<file path="config.mk">
export PLATFORM = sky130hd
export DESIGN_NAME = adc_sar_fsm_param
export DESIGN_NICKNAME = d
export VERILOG_FILES = /design/src/rtl/adc_sar_fsm_param.sv
export SDC_FILE = /design/constraint.sdc
export NUM_CORES = 1
export LEC_CHECK = 0
export BUFFER_PORTS_ARGS = -buffer_cell sky130_fd_sc_hd__buf_2
export CORE_AREA = 2 2 175 177
export DETAILED_ROUTE_END_ITERATION = 16
export DIE_AREA = 0 0 177 179
export HOLD_SLACK_MARGIN = 0.02
export SETUP_SLACK_MARGIN = 0.15
export SYNTH_ARGS = -nofsm -noshare
export SYNTH_HDL_FRONTEND = slang
export SYNTH_SLANG_ARGS = --single-unit
</file>
<file path="constraint.sdc">
create_clock -name clkin -period 5.7 [get_ports clkin]
set_input_delay 0.57 -clock clkin [delete_from_list [all_inputs] [get_ports clkin]]
set_output_delay 0.57 -clock clkin [all_outputs]
set_load 0.03 [all_outputs]
</file>
<file path="src/rtl/adc_sar_fsm_param.sv">
// Purpose: SAR ADC sequencer with binary or redundant step search, per-channel offset trim and calibration.
// Latency: sample phase, then one SETTLE and one COMPARE phase per step, then one DONE cycle (adc_done strobe).
// Backpressure: COMPARE holds with clkout high until comp_valid; st_conv is ignored outside IDLE/SAMPLE.
//
// Ports:
//   clkin, rst          - clock (rising edge) and async active-low reset
//   st_conv             - rise starts sampling, fall starts the conversion
//   ch_sel/cal/sel_red  - channel, calibration request and search mode, latched on st_conv rise
//   comp_in/comp_valid  - comparator decision and its one-cycle strobe
//   step_we/addr/data   - redundant step-table write port (accepted only while idle)
//   clkout, sample      - comparator request, sample-and-hold enable
//   dac_value/msb/lsb   - current trial code and its split DAC drive (MSB half inverted)
//   result/_ch/_clip    - last conversion result, its channel and clamp flag
//   adc_done, busy      - completion strobe, conversion in progress
module adc_sar_fsm_param #(
    parameter int WIDTH    = 10,
    parameter int NSTEPS   = 12,
    parameter int NCH      = 4,
    parameter int LSB_BITS = WIDTH / 2,
    localparam int CHW     = (NCH > 1) ? $clog2(NCH) : 1,
    localparam int AW      = (NSTEPS > 1) ? $clog2(NSTEPS) : 1
) (
    input  logic                      clkin,
    input  logic                      rst,
    input  logic                      st_conv,
    input  logic [CHW-1:0]            ch_sel,
    input  logic                      cal,
    input  logic                      sel_red,
    input  logic                      comp_in,
    input  logic                      comp_valid,
    input  logic                      step_we,
    input  logic [AW-1:0]             step_addr,
    input  logic [WIDTH-1:0]          step_data,
    output logic                      clkout,
    output logic                      sample,
    output logic [WIDTH-1:0]          dac_value,
    output logic [WIDTH-LSB_BITS-1:0] dac_msb,
    output logic [LSB_BITS-1:0]       dac_lsb,
    output logic [WIDTH-1:0]          result,
    output logic [CHW-1:0]            result_ch,
    output logic                      result_clip,
    output logic                      adc_done,
    output logic                      busy
);

    localparam int ACC_W = WIDTH + 2;
    localparam int OFF_W = WIDTH + 1;

    typedef enum logic [2:0] {IDLE, SAMPLE, SETTLE, COMPARE, DONE} state_t;

    state_t                   state_q;
    logic                     stc_q;
    logic [CHW-1:0]           ch_q;
    logic                     cal_q;
    logic                     red_q;
    logic [AW-1:0]            ptr_q;
    logic signed [ACC_W-1:0]  acc_q;
    logic [WIDTH-1:0]         result_q;
    logic [CHW-1:0]           result_ch_q;
    logic                     clip_q;
    logic signed [OFF_W-1:0]  offset_q [NCH];
    logic [WIDTH-1:0]         table_q  [NSTEPS];
    logic                     sample_q;
    logic                     clkout_q;
    logic                     done_q;
    logic                     busy_q;

    logic                     st_rise;
    logic                     st_fall;
    logic [WIDTH-1:0]         step_d;
    logic signed [ACC_W-1:0]  acc_add_d;
    logic signed [ACC_W-1:0]  acc_new_d;
    logic signed [ACC_W-1:0]  acc_init_d;
    logic signed [ACC_W-1:0]  off_ext;
    logic [WIDTH-1:0]         clamp_d;
    logic                     clip_d;
    logic signed [OFF_W-1:0]  cal_off_d;

    assign st_rise = st_conv & ~stc_q;
    assign st_fall = ~st_conv & stc_q;

    always_comb begin
        step_d    = red_q ? table_q[ptr_q] : (WIDTH'(1) << ptr_q);
        // acc is wide enough that redundant over-range sums never wrap before the final clamp
        acc_add_d = acc_q + $signed({2'b00, step_d});
        acc_new_d = comp_in ? acc_add_d : acc_q;

        // negative -> 0; anything at or above 2^WIDTH -> all ones
        clamp_d = acc_new_d[WIDTH-1:0];
        clip_d  = 1'b0;
        if (acc_new_d[ACC_W-1]) begin
            clamp_d = '0;
            clip_d  = 1'b1;
        end else if (acc_new_d[WIDTH]) begin
            clamp_d = '1;
            clip_d  = 1'b1;
        end

        // a calibration converts a mid-scale input, so the error is acc minus mid-scale
        cal_off_d  = acc_new_d[OFF_W-1:0] - OFF_W'(2 ** (WIDTH - 1));

        off_ext    = ACC_W'(offset_q[ch_sel]);
        acc_init_d = cal ? '0 : -off_ext;
    end

    always_ff @(posedge clkin or negedge rst) begin
        if (!rst) begin
            state_q     <= IDLE;
            stc_q       <= 1'b0;
            ch_q        <= '0;
            cal_q       <= 1'b0;
            red_q       <= 1'b0;
            ptr_q       <= '0;
            acc_q       <= '0;
            result_q    <= '0;
            result_ch_q <= '0;
            clip_q      <= 1'b0;
            sample_q    <= 1'b0;
            clkout_q    <= 1'b0;
            done_q      <= 1'b0;
            busy_q      <= 1'b0;
            for (int i = 0; i < NCH; i++) begin
                offset_q[i] <= '0;
            end
            for (int i = 0; i < NSTEPS; i++) begin
                table_q[i] <= (i < WIDTH) ? WIDTH'(1) << i : WIDTH'(1);
            end
        end else begin
            stc_q  <= st_conv;
            done_q <= 1'b0;

            if (step_we && !busy_q) begin
                table_q[step_addr] <= step_data;
            end

            case (state_q)
                IDLE: begin
                    if (st_rise) begin
                        state_q  <= SAMPLE;
                        sample_q <= 1'b1;
                        busy_q   <= 1'b1;
                        ch_q     <= ch_sel;
                        cal_q    <= cal;
                        red_q    <= sel_red;
                        ptr_q    <= sel_red ? AW'(NSTEPS - 1) : AW'(WIDTH - 1);
                        acc_q    <= acc_init_d;
                    end
                end
                SAMPLE: begin
                    if (st_fall) begin
                        state_q  <= SETTLE;
                        sample_q <= 1'b0;
                    end
                end
                SETTLE: begin
                    state_q  <= COMPARE;
                    clkout_q <= 1'b1;
                end
                COMPARE: begin
                    if (comp_valid) begin
                        clkout_q <= 1'b0;
                        acc_q    <= acc_new_d;
                        if (ptr_q == '0) begin
                            state_q     <= DONE;
                            done_q      <= 1'b1;
                            result_q    <= clamp_d;
                            clip_q      <= clip_d;
                            result_ch_q <= ch_q;
                            if (cal_q) begin
                                offset_q[ch_q] <= cal_off_d;
                            end
                        end else begin
                            ptr_q   <= ptr_q - AW'(1);
                            state_q <= SETTLE;
                        end
                    end
                end
                DONE: begin
                    state_q <= IDLE;
                    busy_q  <= 1'b0;
                end
                default: begin
                    state_q  <= IDLE;
                    sample_q <= 1'b0;
                    clkout_q <= 1'b0;
                    busy_q   <= 1'b0;
                end
            endcase
        end
    end

    assign dac_value   = acc_add_d[WIDTH-1:0];
    assign dac_msb     = ~dac_value[WIDTH-1:LSB_BITS];
    assign dac_lsb     = dac_value[LSB_BITS-1:0];
    assign clkout      = clkout_q;
    assign sample      = sample_q;
    assign result      = result_q;
    assign result_ch   = result_ch_q;
    assign result_clip = clip_q;
    assign adc_done    = done_q;
    assign busy        = busy_q;

endmodule

</file>
==> results.yml, run 1 <==
run_status:
  status: "finished, final reports clean"
detailed_routing:
  wl_per_cell_um: 19.0
  ant_nets: 0
  routed_via_density: 5.28
  drt_wl_total_um: 25000
  first_iter_violations: 392
  dr_total_vias: 6944
  drt_first_pass_iters: 5
  drc_errors: 0
run:
  maxCapViolCount: 0
global_routing:
  grt_max_degree: 87
  grt-ovfl-total: 0
  track_usage_pct: 16.2
  grt_pass1_wl_um: 40200
  grt_antenna_before_repair: 1
  first_global_vias: 7036
cells_and_area:
  final_cell_mix: "192 x dfrtp_1, 121 x mux2_2, 90 x nand2_1"
  areaGrowthSynthToFinish_pct: 13.4
  num-nets-final: 943
  final_cells: 1314
  layout-drive-gt1-share_pct: 30.5
  diodes: 0
  fillCellCount: 2895
  final_common_cell: "dfrtp_1"
critical_path:
  critPathArrivalTime_ns: 4.37
  crit_path_end_kind: "output port"
  reg2regPathDepth: 15
  path_max_fanout: 20
  r2r_start: "ptr_q[0]"
  cp-start-kind: "register"
  required_ns: 5.13
  rrSetupSlack_ns: 1.16
  reg2reg_to: "offset_q[21]"
  critPathKind: "reg2out"
sta:
  tightest_slew_ns: 1.08
  max_freq_mhz: 202
  fin_crit_ns: 4.94
  hold_viol: 0
  setup_viol: 0
  drv_slew: 0
  rsz0062_at_grt: "false"
  fin_skew_ns: 0.0110
  fin_setup_tns_ns: 0
  finalCritPeriodShare_pct: 86.7
  max-slew-margin-rel_pct: 27.9
hold_path:
  hp-class: "in2async"
placement:
  place_inst: 1272
  gp_congestion: 0.812
  portBuffers: 60
  dp_hpwl_um: 17100
clocking:
  ctsRootBufferMaster: "clkbuf_16"
  hold_buffers: 0
  cts_tree: "yes"
  post_cts_buffers: 0
  clock_sinks: 205
  h-tree-depth: 1
  clock_latency_ns: 0.51
  cts-buffers-inserted: 23
  clockBufferDepth: 3
  post_cts_resized: 0
  clkTransAtPathRegs_ns: 0.06
synthesis:
  synth.distinct_cells: 70
  postSynthCellCount: 862
  synth.net_count: 904
  ys_seq_area_share_pct: 50.0
  syn_avg_cell_area_sq_um: 11.9
  synth-edff-count: 0
  synth_ff_type: "dfrtp_1"
  ys_seq_elements: 205
  async_flop_share_pct: 100
  syn_area_sq_um: 10300
  ys_warn_count: 0
power:
  ir_worst_vdd_uv: 216
  powerDensity_nw_per_um2: 533
  p_leak_nw: 5.40
floorplanning:
  ios: 61
  core_area_sq_um: 30000
  initial_core_util_pct: 34.3
  die_h_um: 179
  die_w_um: 177
  rows: 64
  die-area_sq_um: 31700
==> flip-flops by register name, indices dropped and copies added, names as in the netlist, named ones only <==
register and cells:
table_q 120, offset_q 44, acc_q 11, result 10
ptr_q 4, state_q 3, ch_q 2, result_ch 2
adc_done 1, busy 1, cal_q 1, clkout 1
red_q 1, result_clip 1, sample 1, stc_q 1
==> power by group <==
part	switching (mW)	leakage, nW	internal [mW]
clock	0.601	0.364	0.838
sequential	0.352	2.69	1.89
combinational	1.51	2.34	1.03
==> how the worst max path moves through the flow <==
| stage | to | startpoint | slack [ns] |
|---|---|---|---|
| finish | dac_msb[4] | ptr_q[0] | 0.76 |
| global placement | result[8] | ptr_q[0] | 1.17 |
| detailed placement | offset_q[10] | ptr_q[0] | 1.16 |
| CTS | dac_msb[4] | ptr_q[0] | 0.72 |
| floorplan | dac_value[9] | ptr_q[0] | 1.18 |
| global route | dac_msb[3] | ptr_q[0] | 0.40 |
==> area by class of cell <==
type,count,area [sq um],area share (%)
clock buffers,35,691,5.92
clock inverters,7,48.8,0.418
multi-input cells,577,4820,41.3
flip-flops and latches,205,5150,44.1
well taps,396,495,4.25
repair buffers,66,367,3.14
inverters,28,105,0.901
==> routing by layer <==
layer	up-vias	routed length, um	part of all wire [%]	global-route usage, %
met5	-	11	0.044	0
met4	2	470	1.9	3.55
met3	33	1160	4.6	2.44
met2	157	11800	47	26.9
met1	3523	11600	46	22.6
li1	3229	-	-	-
==> critical path: stages, from the launching register on <==
cell and delay [ns]:
dfrtp_2 0.81, mux4_2 0.58, a21oi_1 0.16, nor2_1 0.05
a31oi_1 0.17, o22a_1 0.22, inv_1 0.06, ha_1 0.28
a211oi_1 0.29, o211ai_1 0.23, a41oi_1 0.30, xor2_1 0.41
buf_2 0.29
==> stage by stage <==
stage | cell area, sq um | total power, mW | util [%] | hold WS (ns) | worst slack [ns]
3_5_place_dp | 10900 | 4.81 | 36.4 | 0.465 | 1.16
3_3_place_gp | 10900 | 4.77 | 36.4 | 0.455 | 1.17
4_1_cts | 11700 | 6.27 | 38.9 | 0.149 | 0.717
5_1_grt | 11700 | 6.62 | 38.9 | 0.178 | 0.402
2_1_floorplan | 10300 | 4.10 | - | 0.274 | 1.18
6_report | 11700 | 6.22 | 38.9 | 0.124 | 0.760
==> cell usage after synthesis, types with 15 or more instances <==
cell / number / area, sq um
a21oi_1: 29 / 145
clkbuf_1: 41 / 154
dfrtp_1: 193 / 4830
ha_1: 17 / 213
inv_1: 26 / 97.6
mux2_2: 121 / 1360
mux4_2: 32 / 721
nand2_1: 90 / 338
nor2_1: 46 / 173
nor3b_1: 15 / 113
o21ai_0: 57 / 285
o31ai_1: 17 / 128
==> logic make-up (layout without fill, tap and decap cells) <==
kind of cell               Yosys count  after routing  synth area share (%)
DFF                                205            205                  50.0
buffers and inverters               80            136                  3.21
and+or+nand+nor                    212            212                  10.0
adders and majority gates           19             19                  2.36
AOI/OAI and AO/OA                  159            159                  9.76
xor gates and xnor gates            17             17                  1.52
muxes                              170            170                  23.2
Power figures use the tool's default switching activity.
==> run 2: changes to the inputs <==
--- a/config.mk
+++ b/config.mk
@@ -7,6 +7,7 @@
 export LEC_CHECK = 0
 export BUFFER_PORTS_ARGS = -buffer_cell sky130_fd_sc_hd__buf_2
 export CORE_AREA = 2 2 175 177
+export CTS_BUF_LIST = sky130_fd_sc_hd__clkbuf_8
 export DETAILED_ROUTE_END_ITERATION = 16
 export DIE_AREA = 0 0 177 179
 export HOLD_SLACK_MARGIN = 0.02
==> run 2 against run 1 <==
Net effect:
- critical path depth unchanged
- combinational power about the same
- clock power about the same
- count of clock-buffer cells in the layout up 11
- non-clock buffer count unchanged
- die area unchanged
- utilization up 0.12 points
==> results.yml, run 2 (synthesized netlist as in run 1, its figures left out) <==
run_status:
  status: "finished, final reports clean"
detailed_routing:
  drc_errors: 0
  wl_per_cell_um: 18.9
  drt_first_pass_iters: 5
  ant_nets: 0
  dr_total_vias: 7081
  drt_wl_total_um: 25300
  first_iter_violations: 424
  routed_via_density: 5.28
power:
  switching_share_pct: 40.2
  power.internal_mw: 3.71
  powerDensity_nw_per_um2: 530
  comb_power_share_pct: 41.0
  p_clk_share_pct: 22.8
  pwr-share-seq_pct: 36.2
  ir_worst_vdd_uv: 220
  p_leak_nw: 5.49
  switching_power_mw: 2.49
critical_path:
  critPathKind: "reg2out"
  required_ns: 5.13
  critPathArrivalTime_ns: 4.38
  crit_path_end_kind: "output port"
  cp-start-kind: "register"
  reg2regPathDepth: 15
  path_max_fanout: 20
sta:
  fin_crit_ns: 4.95
  rsz0062_at_grt: "false"
  hold_viol: 0
  setup_viol: 0
  finalCritPeriodShare_pct: 86.8
  max-slew-margin-rel_pct: 27.2
  fin_skew_ns: 0.0382
  tightest_slew_ns: 1.09
  fin_setup_tns_ns: 0
  hold_slack_ns: 0.114
  max_freq_mhz: 202
  drv_slew: 0
clocking:
  ctsRootBufferMaster: "clkbuf_8"
  clock_sinks: 205
  clkTransAtPathRegs_ns: 0.06
  post_cts_buffers: 0
  clock_latency_ns: 0.54
  cts_tree: "yes"
  cts-buffers-inserted: 37
  h-tree-depth: 2
  post_cts_resized: 0
  hold_buffers: 0
  clockBufferDepth: 3
cells_and_area:
  stdcell_area_sq_um: 11700
  diodes: 0
  final_cell_mix: "192 x dfrtp_1, 121 x mux2_2, 90 x nand2_1"
  areaGrowthSynthToFinish_pct: 13.7
  num-nets-final: 957
  largest-register: "table_q"
  final_cells: 1340
  final_common_cell: "dfrtp_1"
  layout-drive-gt1-share_pct: 31.4
  reg_top3: "table_q: 120 flops, offset_q: 44 flops, acc_q: 11 flops"
  largest_reg_flops: 120
placement:
  place_inst: 1272
  place_area_sq_um: 10900
  portBuffers: 60
  dp_hpwl_um: 17100
  gp_congestion: 0.812
hold_path:
  hp-class: "in2async"
floorplanning:
  ios: 61
  die_w_um: 177
  die-area_sq_um: 31700
  initial_core_util_pct: 34.3
  core_area_sq_um: 30000
  die_h_um: 179
  rows: 64
global_routing:
  grt_pass1_wl_um: 40800
  grt_antenna_before_repair: 1
  grt-ovfl-total: 0
  first_global_vias: 7191
  grt_max_degree: 87
  track_usage_pct: 16.6
run:
  maxCapViolCount: 0
==> run 2: path summary, 6_finish.rpt <==
check | from | endpoint | slack [ns]
min | rst | table_q[118] | 0.11
max | ptr_q[0] | dac_msb[4] | 0.75
min reg2reg | result[7] | result[7] | 0.47
max in group asynchronous | rst | offset_q[31] | 4.27
min in group clkin | st_conv | stc_q | 0.23
max reg2reg | ptr_q[0] | offset_q[10] | 1.18
==> run 2: layout make-up <==
class | count | area, sq um
clock buffers | 46 | 633
clock inverters | 22 | 141
fillers | 2904 | 18300
inverters | 28 | 105
multi-input cells | 577 | 4820
flip-flops and latches | 205 | 5150
well taps | 396 | 495
repair buffers | 66 | 367
==> run 2: metrics by stage <==
stage / worst slack (ns) / total power [mW] / util (%)
after floorplan: 1.18 / 4.10 / -
after global placement: 1.17 / 4.77 / 36.4
after detailed placement: 1.16 / 4.81 / 36.4
after CTS: 0.664 / 6.25 / 39.0
after global routing: 0.350 / 6.61 / 39.0
final: 0.755 / 6.20 / 39.0
==> run 2: routing by layer <==
layer	part of all wire [%]	track usage (%)	up-vias
met5	0.043	0	-
met4	1.7	4.79	2
met3	5.1	2.99	37
met2	47	27.1	178
met1	46	22.6	3594
li1	-	-	3270
==> run 2: critical path, cell delays in order, from the launching register on <==
cell,delay [ns]
dfrtp_2,0.80
mux4_2,0.58
a21oi_1,0.16
nor2_1,0.05
a31oi_1,0.17
o22a_1,0.22
inv_1,0.06
ha_1,0.28
a211oi_1,0.29
o211ai_1,0.23
a41oi_1,0.30
xor2_1,0.41
buf_2,0.28
==> run 2: power by group through the flow <==
stage / clock network [mW] / logic (mW) / registers (mW)
after global routing: 1.53 / 2.78 / 2.31
after detailed placement: 0 / 2.55 / 2.26
final: 1.41 / 2.54 / 2.24
after floorplan: 0 / 1.93 / 2.17
after CTS: 1.45 / 2.56 / 2.24
after global placement: 0 / 2.52 / 2.25
==> run 3: changes to the inputs <==
--- a/config.mk
+++ b/config.mk
@@ -11,7 +11,7 @@
 export DETAILED_ROUTE_END_ITERATION = 16
 export DIE_AREA = 0 0 177 179
 export HOLD_SLACK_MARGIN = 0.02
-export SETUP_SLACK_MARGIN = 0.15
+export SETUP_SLACK_MARGIN = 0.05
 export SYNTH_ARGS = -nofsm -noshare
 export SYNTH_HDL_FRONTEND = slang
 export SYNTH_SLANG_ARGS = --single-unit
==> constraint.sdc (replaced) <==
create_clock -name clkin -period 5.32 [get_ports clkin]
set_input_delay 0.532 -clock clkin [delete_from_list [all_inputs] [get_ports clkin]]
set_output_delay 0.532 -clock clkin [all_outputs]
set_load 0.03 [all_outputs]
==> run 3 against run 2 <==
Net effect:
- power rose by 8.5%
- flip-flop and latch count did not move
- clock power rose by 11%
- largest power group unchanged
- critical path type unchanged
- combinational power rose by 9.8%
==> results.yml, run 3 (synthesized netlist as in run 1, its figures left out) <==
run_status:
  status: "finished, final reports clean"
global_routing:
  grtUsageMet1_pct: 21.7
  grt_busiest_layer: "met2"
  grt_antenna_before_repair: 1
  track_usage_pct: 16.2
  gr-usage-met2_pct: 26.3
  met3_usage_pct: 2.84
  grt_max_degree: 125
  first_global_vias: 7021
  grt_pass1_wl_um: 39500
  grt-ovfl-total: 0
sta:
  tightest_slew_ns: 1.14
  max-slew-margin-rel_pct: 23.8
  finalCritPeriodShare_pct: 90.2
  rsz0062_at_grt: "false"
  drv_slew: 0
  max_freq_mhz: 208
  hold_slack_ns: 0.0564
  fin_setup_tns_ns: 0
  fin_crit_ns: 4.80
  fin_skew_ns: 0.0353
  setup_viol: 0
  hold_viol: 0
power:
  p_leak_nw: 5.52
  powerDensity_nw_per_um2: 572
  switching_share_pct: 39.8
  pwr-share-seq_pct: 35.3
  power.internal_mw: 4.05
  switching_power_mw: 2.68
  ir_worst_vdd_uv: 236
  comb_power_share_pct: 41.4
  p_clk_share_pct: 23.3
detailed_routing:
  drt_first_pass_iters: 5
  first_iter_violations: 451
  routed_via_density: 5.20
  drt_wl_total_um: 25000
  drc_errors: 0
  dr_total_vias: 7000
  wl_per_cell_um: 18.6
  ant_nets: 0
hold_path:
  hp-class: "in2async"
floorplanning:
  initial_core_util_pct: 34.3
  die_h_um: 179
  rows: 64
  die-area_sq_um: 31700
  ios: 61
  die_w_um: 177
  core_area_sq_um: 30000
cells_and_area:
  final_common_cell: "dfrtp_1"
  final_core_util_pct: 39.2
  fillCellCount: 2912
  areaGrowthSynthToFinish_pct: 14.3
  largest-register: "table_q"
  diodes: 0
  num-nets-final: 963
  layout-drive-gt1-share_pct: 31.9
  largest_reg_flops: 120
  final_cell_mix: "192 x dfrtp_1, 121 x mux2_2, 90 x nand2_1"
  reg_top3: "table_q: 120 flops, offset_q: 44 flops, acc_q: 11 flops"
clocking:
  cts_tree: "yes"
  clock_sinks: 205
  cts-buffers-inserted: 38
  ctsRootBufferMaster: "clkbuf_8"
  clkTransAtPathRegs_ns: 0.06
  post_cts_buffers: 0
  h-tree-depth: 2
  clockBufferDepth: 3
  hold_buffers: 0
  clock_latency_ns: 0.53
  post_cts_resized: 0
critical_path:
  cp_cell_sequence: "buf_4 > mux4_2 > o21bai_1 > a222oi_1 > ha_1 > nor2_1 > o21ai_0 > a41oi_1 > xor2_1 > buf_2"
  path_max_fanout: 15
  crit_path_end_kind: "output port"
  required_ns: 4.79
  cp-start-kind: "register"
  cp_num_buf_inv: 2
  critPathKind: "reg2out"
  slowest_stage: "dfrtp_2"
  crit_family: "compound AO/OA/AOI/OAI gates"
  max_stage_delay_ns: 0.70
  critPathArrivalTime_ns: 4.27
placement:
  gp_congestion: 0.835
  portBuffers: 60
  dp_hpwl_um: 16900
run:
  maxCapViolCount: 0
-- run 3: cell count changes in the layout (fill, tap and decap cells not counted) --
cell,delta
buf_4,+5
clkinv_8,-2
inv_6,+2
inv_1,-1
clkbuf_8,+4
clkinv_2,-2
-- run 3: stage by stage --
step	power [mW]	instance area [sq um]	setup slack (ns)	cells
2_1_floorplan	4.39	10300	0.842	862
3_3_place_gp	5.15	11000	1.03	1277
3_5_place_dp	5.19	11000	0.951	1277
4_1_cts	6.78	11800	0.468	1346
5_1_grt	7.16	11800	0.202	1346
6_report	6.73	11800	0.523	1346
-- run 3: final timing paths --
kind / slack [ns] / start / end / depth (start not counted)
setup / recovery: 0.52 / ptr_q[0] / dac_msb[4] / 10
hold / removal: 0.06 / rst / table_q[18] / 1
setup reg to reg: 0.97 / ptr_q[0] / result[8] / 11
hold reg to reg: 0.47 / result[4] / result[4] / 2
max in group asynchronous: 4.17 / rst / result[8] / 2
min in group clkin: 0.18 / st_conv / stc_q / 1
-- run 3: layout make-up --
type	count	area, sq um	share of cell area [%]
repair buffers	71	404	3.43
well taps	396	495	4.21
flip-flops and latches	205	5150	43.7
clock buffers	50	688	5.85
multi-input cells	577	4820	40.9
inverters	28	105	0.893
clock inverters	19	113	0.957
-- run 3: per-layer routing --
layer  vias to the layer above  wire length, um
met5                         -               11
met4                         2              711
li1                       3269                -
met1                      3510            11500
met3                        48             1130
met2                       171            11600
-- run 3: power by group through the flow --
| stage | registers [mW] | clock network [mW] | logic, mW |
|---|---|---|---|
| floorplan | 2.33 | 0 | 2.06 |
| global placement | 2.39 | 0 | 2.77 |
| detailed placement | 2.40 | 0 | 2.80 |
| CTS | 2.37 | 1.60 | 2.81 |
| global route | 2.44 | 1.69 | 3.03 |
| finish | 2.38 | 1.56 | 2.79 |
